==> config.mk <==
export PLATFORM = sky130hd
export DESIGN_NAME = data_memory_responder
export DESIGN_NICKNAME = d
export VERILOG_FILES = /design/src/rtl/data_memory_responder.sv
export SDC_FILE = /design/constraint.sdc
export NUM_CORES = 2
export LEC_CHECK = 0
export ABC_AREA = 1
export CORE_MARGIN = 3
export CORE_UTILIZATION = 55
export DETAILED_ROUTE_END_ITERATION = 6
export HOLD_SLACK_MARGIN = 0.06
export PLACE_DENSITY = 0.71
export SKIP_LAST_GASP = 1
export SLEW_MARGIN = 20
export SYNTH_ARGS = -nofsm -noshare
export SYNTH_HDL_FRONTEND = slang
export SYNTH_SLANG_ARGS = --single-unit
==> constraint.sdc <==
create_clock -name clk -period 6.87 [get_ports clk]
set_clock_uncertainty 0.2 [all_clocks]
set_input_delay 1.0305 -clock clk [delete_from_list [all_inputs] [get_ports clk]]
set_output_delay 1.0305 -clock clk [all_outputs]
set_load 0.01 [all_outputs]
==> src/rtl/data_memory_responder.sv <==
// Purpose: word-addressed data memory answering single CPU requests with a fixed, parameterised delay.
// Latency: ack is seen on the LATENCY-th rising edge after the accept edge.
// Backpressure: ready is high only while idle; the CPU holds req until it is accepted, and one request is in flight at a time.
module data_memory_responder #(
    parameter int DEPTH_LOG2 = 6,
    parameter int LATENCY    = 2
) (
    input  logic        clk,
    input  logic        rst,
    input  logic        req,
    input  logic        we,
    input  logic [31:0] addr,
    input  logic [31:0] wdata,
    output logic        ready,
    output logic        ack,
    output logic [31:0] rdata,
    output logic        err
);

    localparam int         DEPTH  = 1 << DEPTH_LOG2;
    localparam logic [3:0] LAT_M1 = 4'(LATENCY - 1);

    typedef enum logic [1:0] {
        IDLE = 2'd0,
        WAIT = 2'd1,
        RESP = 2'd2
    } state_t;

    state_t                  state;
    state_t                  nextState;
    logic [3:0]              count;
    logic [3:0]              nextCount;

    logic                    capWe;
    logic [31:0]             capAddr;
    logic [31:0]             capWdata;

    logic                    curWe;
    logic [31:0]             curAddr;
    logic [31:0]             curWdata;
    logic [DEPTH_LOG2-1:0]   wordIdx;
    logic                    fault;
    logic                    enterResp;

    logic [31:0]             mem [0:DEPTH-1];

    // While idle the live request is the one being accepted; afterwards only the captured copy counts.
    always_comb begin
        curWe    = capWe;
        curAddr  = capAddr;
        curWdata = capWdata;
        if (state == IDLE) begin
            curWe    = we;
            curAddr  = addr;
            curWdata = wdata;
        end
    end

    assign wordIdx   = curAddr[DEPTH_LOG2+1:2];
    assign fault     = (curAddr[1:0] != 2'b00) || ((curAddr >> (DEPTH_LOG2 + 2)) != 32'd0);
    assign enterResp = (nextState == RESP);

    // Next-state and countdown: accept from IDLE, count down in WAIT, single-cycle RESP.
    always_comb begin
        nextState = state;
        nextCount = count;
        case (state)
            IDLE: begin
                if (req) begin
                    if (LATENCY > 1) begin
                        nextState = WAIT;
                        nextCount = LAT_M1;
                    end else begin
                        nextState = RESP;
                    end
                end
            end
            WAIT: begin
                nextCount = count - 4'd1;
                if (count == 4'd1) begin
                    nextState = RESP;
                end
            end
            RESP: begin
                nextState = IDLE;
            end
            default: begin
                nextState = IDLE;
                nextCount = 4'd0;
            end
        endcase
    end

    // State and counter register; reset aborts any in-flight transaction.
    always_ff @(posedge clk) begin
        if (!rst) begin
            state <= IDLE;
            count <= 4'd0;
        end else begin
            state <= nextState;
            count <= nextCount;
        end
    end

    // Capture the request fields on the accept edge so later input changes are ignored.
    always_ff @(posedge clk) begin
        if (!rst) begin
            capWe    <= 1'b0;
            capAddr  <= 32'd0;
            capWdata <= 32'd0;
        end else if (state == IDLE && req) begin
            capWe    <= we;
            capAddr  <= addr;
            capWdata <= wdata;
        end
    end

    // Memory array: cleared by reset, written on the edge entering RESP for valid writes only.
    always_ff @(posedge clk) begin
        if (!rst) begin
            for (int i = 0; i < DEPTH; i++) begin
                mem[i] <= 32'd0;
            end
        end else if (enterResp && curWe && !fault) begin
            mem[wordIdx] <= curWdata;
        end
    end

    // Registered outputs: ready mirrors IDLE, ack mirrors RESP, data/err only during ack.
    always_ff @(posedge clk) begin
        if (!rst) begin
            ready <= 1'b1;
            ack   <= 1'b0;
            rdata <= 32'd0;
            err   <= 1'b0;
        end else begin
            ready <= (nextState == IDLE);
            ack   <= enterResp;
            rdata <= 32'd0;
            err   <= 1'b0;
            if (enterResp) begin
                err <= fault;
                if (!fault && !curWe) begin
                    rdata <= mem[wordIdx];
                end
            end
        end
    end

endmodule

==> results.txt <==
Total track usage: 33.03%
Final worst-path cycle share: 67.41%
Reg-to-Reg End: rdata[7]
Failing checks: DRC
# DRC: 1
Clock Tree Root: clkbuf_16
Clock Sinks: 2154
Syn Area/Cell: 8.981 µm²
Slew HR: 15.48%
FP Rows: 159
Place WS: 1.619 ns
DR iter-0 viols: 13612
Final WS setup: 2.239 ns
Pleak: 46.16 nW
Buf+Inv Stages, Crit Path: 3
Die ar.: 195400 µm²
Crit Path Class: reg2reg
H-Tree Level Count: 4
DRT antenna net count: 0
Startpoint Class: flop
Core Area: 188400 µm²
Max cap viols: 0
WL per Instance: 23.87 µm
CTS resizes: 0
Arr. time, crit path: 5.15 ns
WHS Endpoint: capWdata[11]
CTS Hold Bufs: 0
Delay-heaviest family, CP: simple AND/OR/NAND/NOR gates
Hold slack: 0.2525 ns
Peak supply drop: 0.2908 mV
Vias in the first global route: 76433
Syn Nets: 11716
I/O pins: 103
Transition time at the pin with the least slew margin: 1.255 ns
Min cycle time layout: 4.631 ns
Fin. Hold Viols: 0
Worst path max stage delay: 0.68 ns
Critical path cell sequence: inv_2 > nand2_4 > nand2_1 > nand2_4 > buf_12 > buf_4 > nand2_1 > nand2_1 > o21ai_0 > o21ai_0 > nand2_1 > nor2_1 > a21oi_1
Hold crit path type: reg2reg
Initial antenna violation count: 10
Sequential share of the synthesized area: 60.83%
Most frequent cells in the layout: 2593 x nand2_1, 2052 x nor3_1, 2048 x edfxtp_1
Fin area: 115800 µm²
Max Freq: 0.2159 GHz
Finished Layout Cells: 13856
Distinct cells, synth: 32
Clock-pin slew on the worst setup and hold paths: 0.06 ns
Leading cell type in the layout, fill and taps excluded: nand2_1
Initial Util: 55.52%
Clock latency on the worst-skew pair: 0.87 ns
GR Overflow Total: 0
Syn Std Cell Area: 104600 µm²
Largest cells by area after synthesis: edfxtp_1 59%, nor3_1 9.8%, nand2_1 9.3%, inv_1 7.2%, nand3_1 4.6%
Worst path depth: 13
Total number of vias: 82453
First-pass GRT wire length: 487.1 mm
Yosys Warn Count: 0
RSZ-0062 raised after global routing: no
Setup-failing EPs final: 0
Die Ht: 442.1 µm
RR Startpoint: state[0]
Peak fanout along the critical path: 53
Cell taking the most area after synthesis: edfxtp_1
Layout cell share with drive strength beyond 1: 6.497%
R2R Setup Slk: 2.24 ns
Max Root-Sink Buffers: 3
Nets: 11240
Worst endpoint required time: 7.39 ns
PortBufs: 102
RePlAce Congestion: 0.9564
Pwr dens: 279.7 nW/µm²
Placed Instances: 13415
CTS tree: yes
Origin of the worst min-delay path: capWdata[11]
DRT Wirelength: 330.7 mm
CTS buffer count: 219
Pin count of the biggest net entering global routing: 175
Worst Reg-to-Reg Cells: 13
Die W: 442.1 µm
Placed Area: 107900 µm²
Vias per inst: 5.951
Synth top area share: 58.80%
Area growth syn-to-layout: 10.68%
CP dominant cell by count: nand2_1
HPWL after DPL: 195.1 mm
#FFs+latches synth: 2154
Outcome: finished with violations
Final setup TNS: 0 ns
TritonRoute pass-1 iters: 7
Post-CTS Repair Setup Buffers: 0
Max stage delay cell, worst path: nor2_1
Synth Instances: 11646
Setup crit end kind: flop
Hold path depth: 2
Pins Over Slew Limit: 0
[worst min-delay path: stages (launching register included)]
cell,delay [ns]
dfxtp_1,0.30
inv_1,0.06
a21oi_1,0.05
[report_power, final]
group	internal, mW	total, mW	switching [mW]
sequential	14.8	14.9	0.125
combinational	1.11	5.71	4.60
clock	6.54	11.8	5.23
total	22.4	32.4	9.96
[cell families after synthesis]
group	Yosys count	share of synthesized area (%)
xor gates and xnor gates	1	0.008375
AOI/OAI and AO/OA	496	2.501
DFF	2154	60.83
and+or+nand+nor	5919	25.21
adders and majority gates	2	0.02392
buffers and inverters	3074	11.43
[sequential cells by signal, summed over array words and instances (netlist names)]
name      count
err           1
mem        2048
ack           1
state         2
rdata        32
capAddr      32
capWdata     32
ready         1
capWe         1
count         4
[layer usage]
layer / up-vias / wire length [µm] / track usage, %
met5: - / 29 / 0
met4: 4 / 20250 / 18.06
met3: 818 / 44070 / 8.259
met2: 5228 / 144400 / 48.82
met1: 39236 / 122000 / 44.94
li1: 37167 / - / -
[through the flow]
| stage | util (%) | total power [mW] |
|---|---|---|
| after floorplan | - | 18.27 |
| after global placement | 57.12 | 20.51 |
| after detailed placement | 57.30 | 20.60 |
| after CTS | 61.02 | 32.15 |
| after global routing | 61.44 | 33.23 |
| final | 61.44 | 32.38 |
[Yosys cell counts]
master    count
nor2_1      180
a21oi_1      69
buf_1        59
clkbuf_1    664
o211ai_1     33
nand2_1    2601
inv_4         1
ha_1          2
a221oi_1      1
dfxtp_1     106
inv_2        12
xor2_1        1
buf_6         1
nor3_4        6
o21ai_0     332
edfxtp_1   2048
nor3_2        1
o32ai_1       1
a21oi_4       3
inv_1      2009
nor4_1       10
a211oi_1      4
nor2_4        1
clkinv_1      1
nor3_1     2053
or2_2        32
nand3_1     963
nand4_1      64
nand2_2       5
buf_2       327
o21ai_1      53
nor2_2        3
[area by class of cell]
| class | instances | area, µm² |
|---|---|---|
| inverter | 2023 | 7646 |
| sequential | 2154 | 63620 |
| tap | 2495 | 3122 |
| clock buffer | 291 | 6016 |
| multi-input combinational | 6418 | 30270 |
| timing repair buffer | 354 | 4075 |
| fill | 15404 | 72640 |
| antenna | 2 | 5.005 |
| clock inverter | 119 | 1010 |
[how the worst max path moves through the flow]
stage	startpoint	to	slack (ns)
CTS	state[0]	mem[48][12]	2.31
global route	state[0]	mem[31][22]	2.18
detailed placement	addr[4]	mem[48][5]	1.62
finish	state[0]	rdata[7]	2.24
global placement	addr[0]	mem[35][1]	1.51
floorplan	rst	mem[16][0]	1.46
Power figures use the tool's default switching activity.
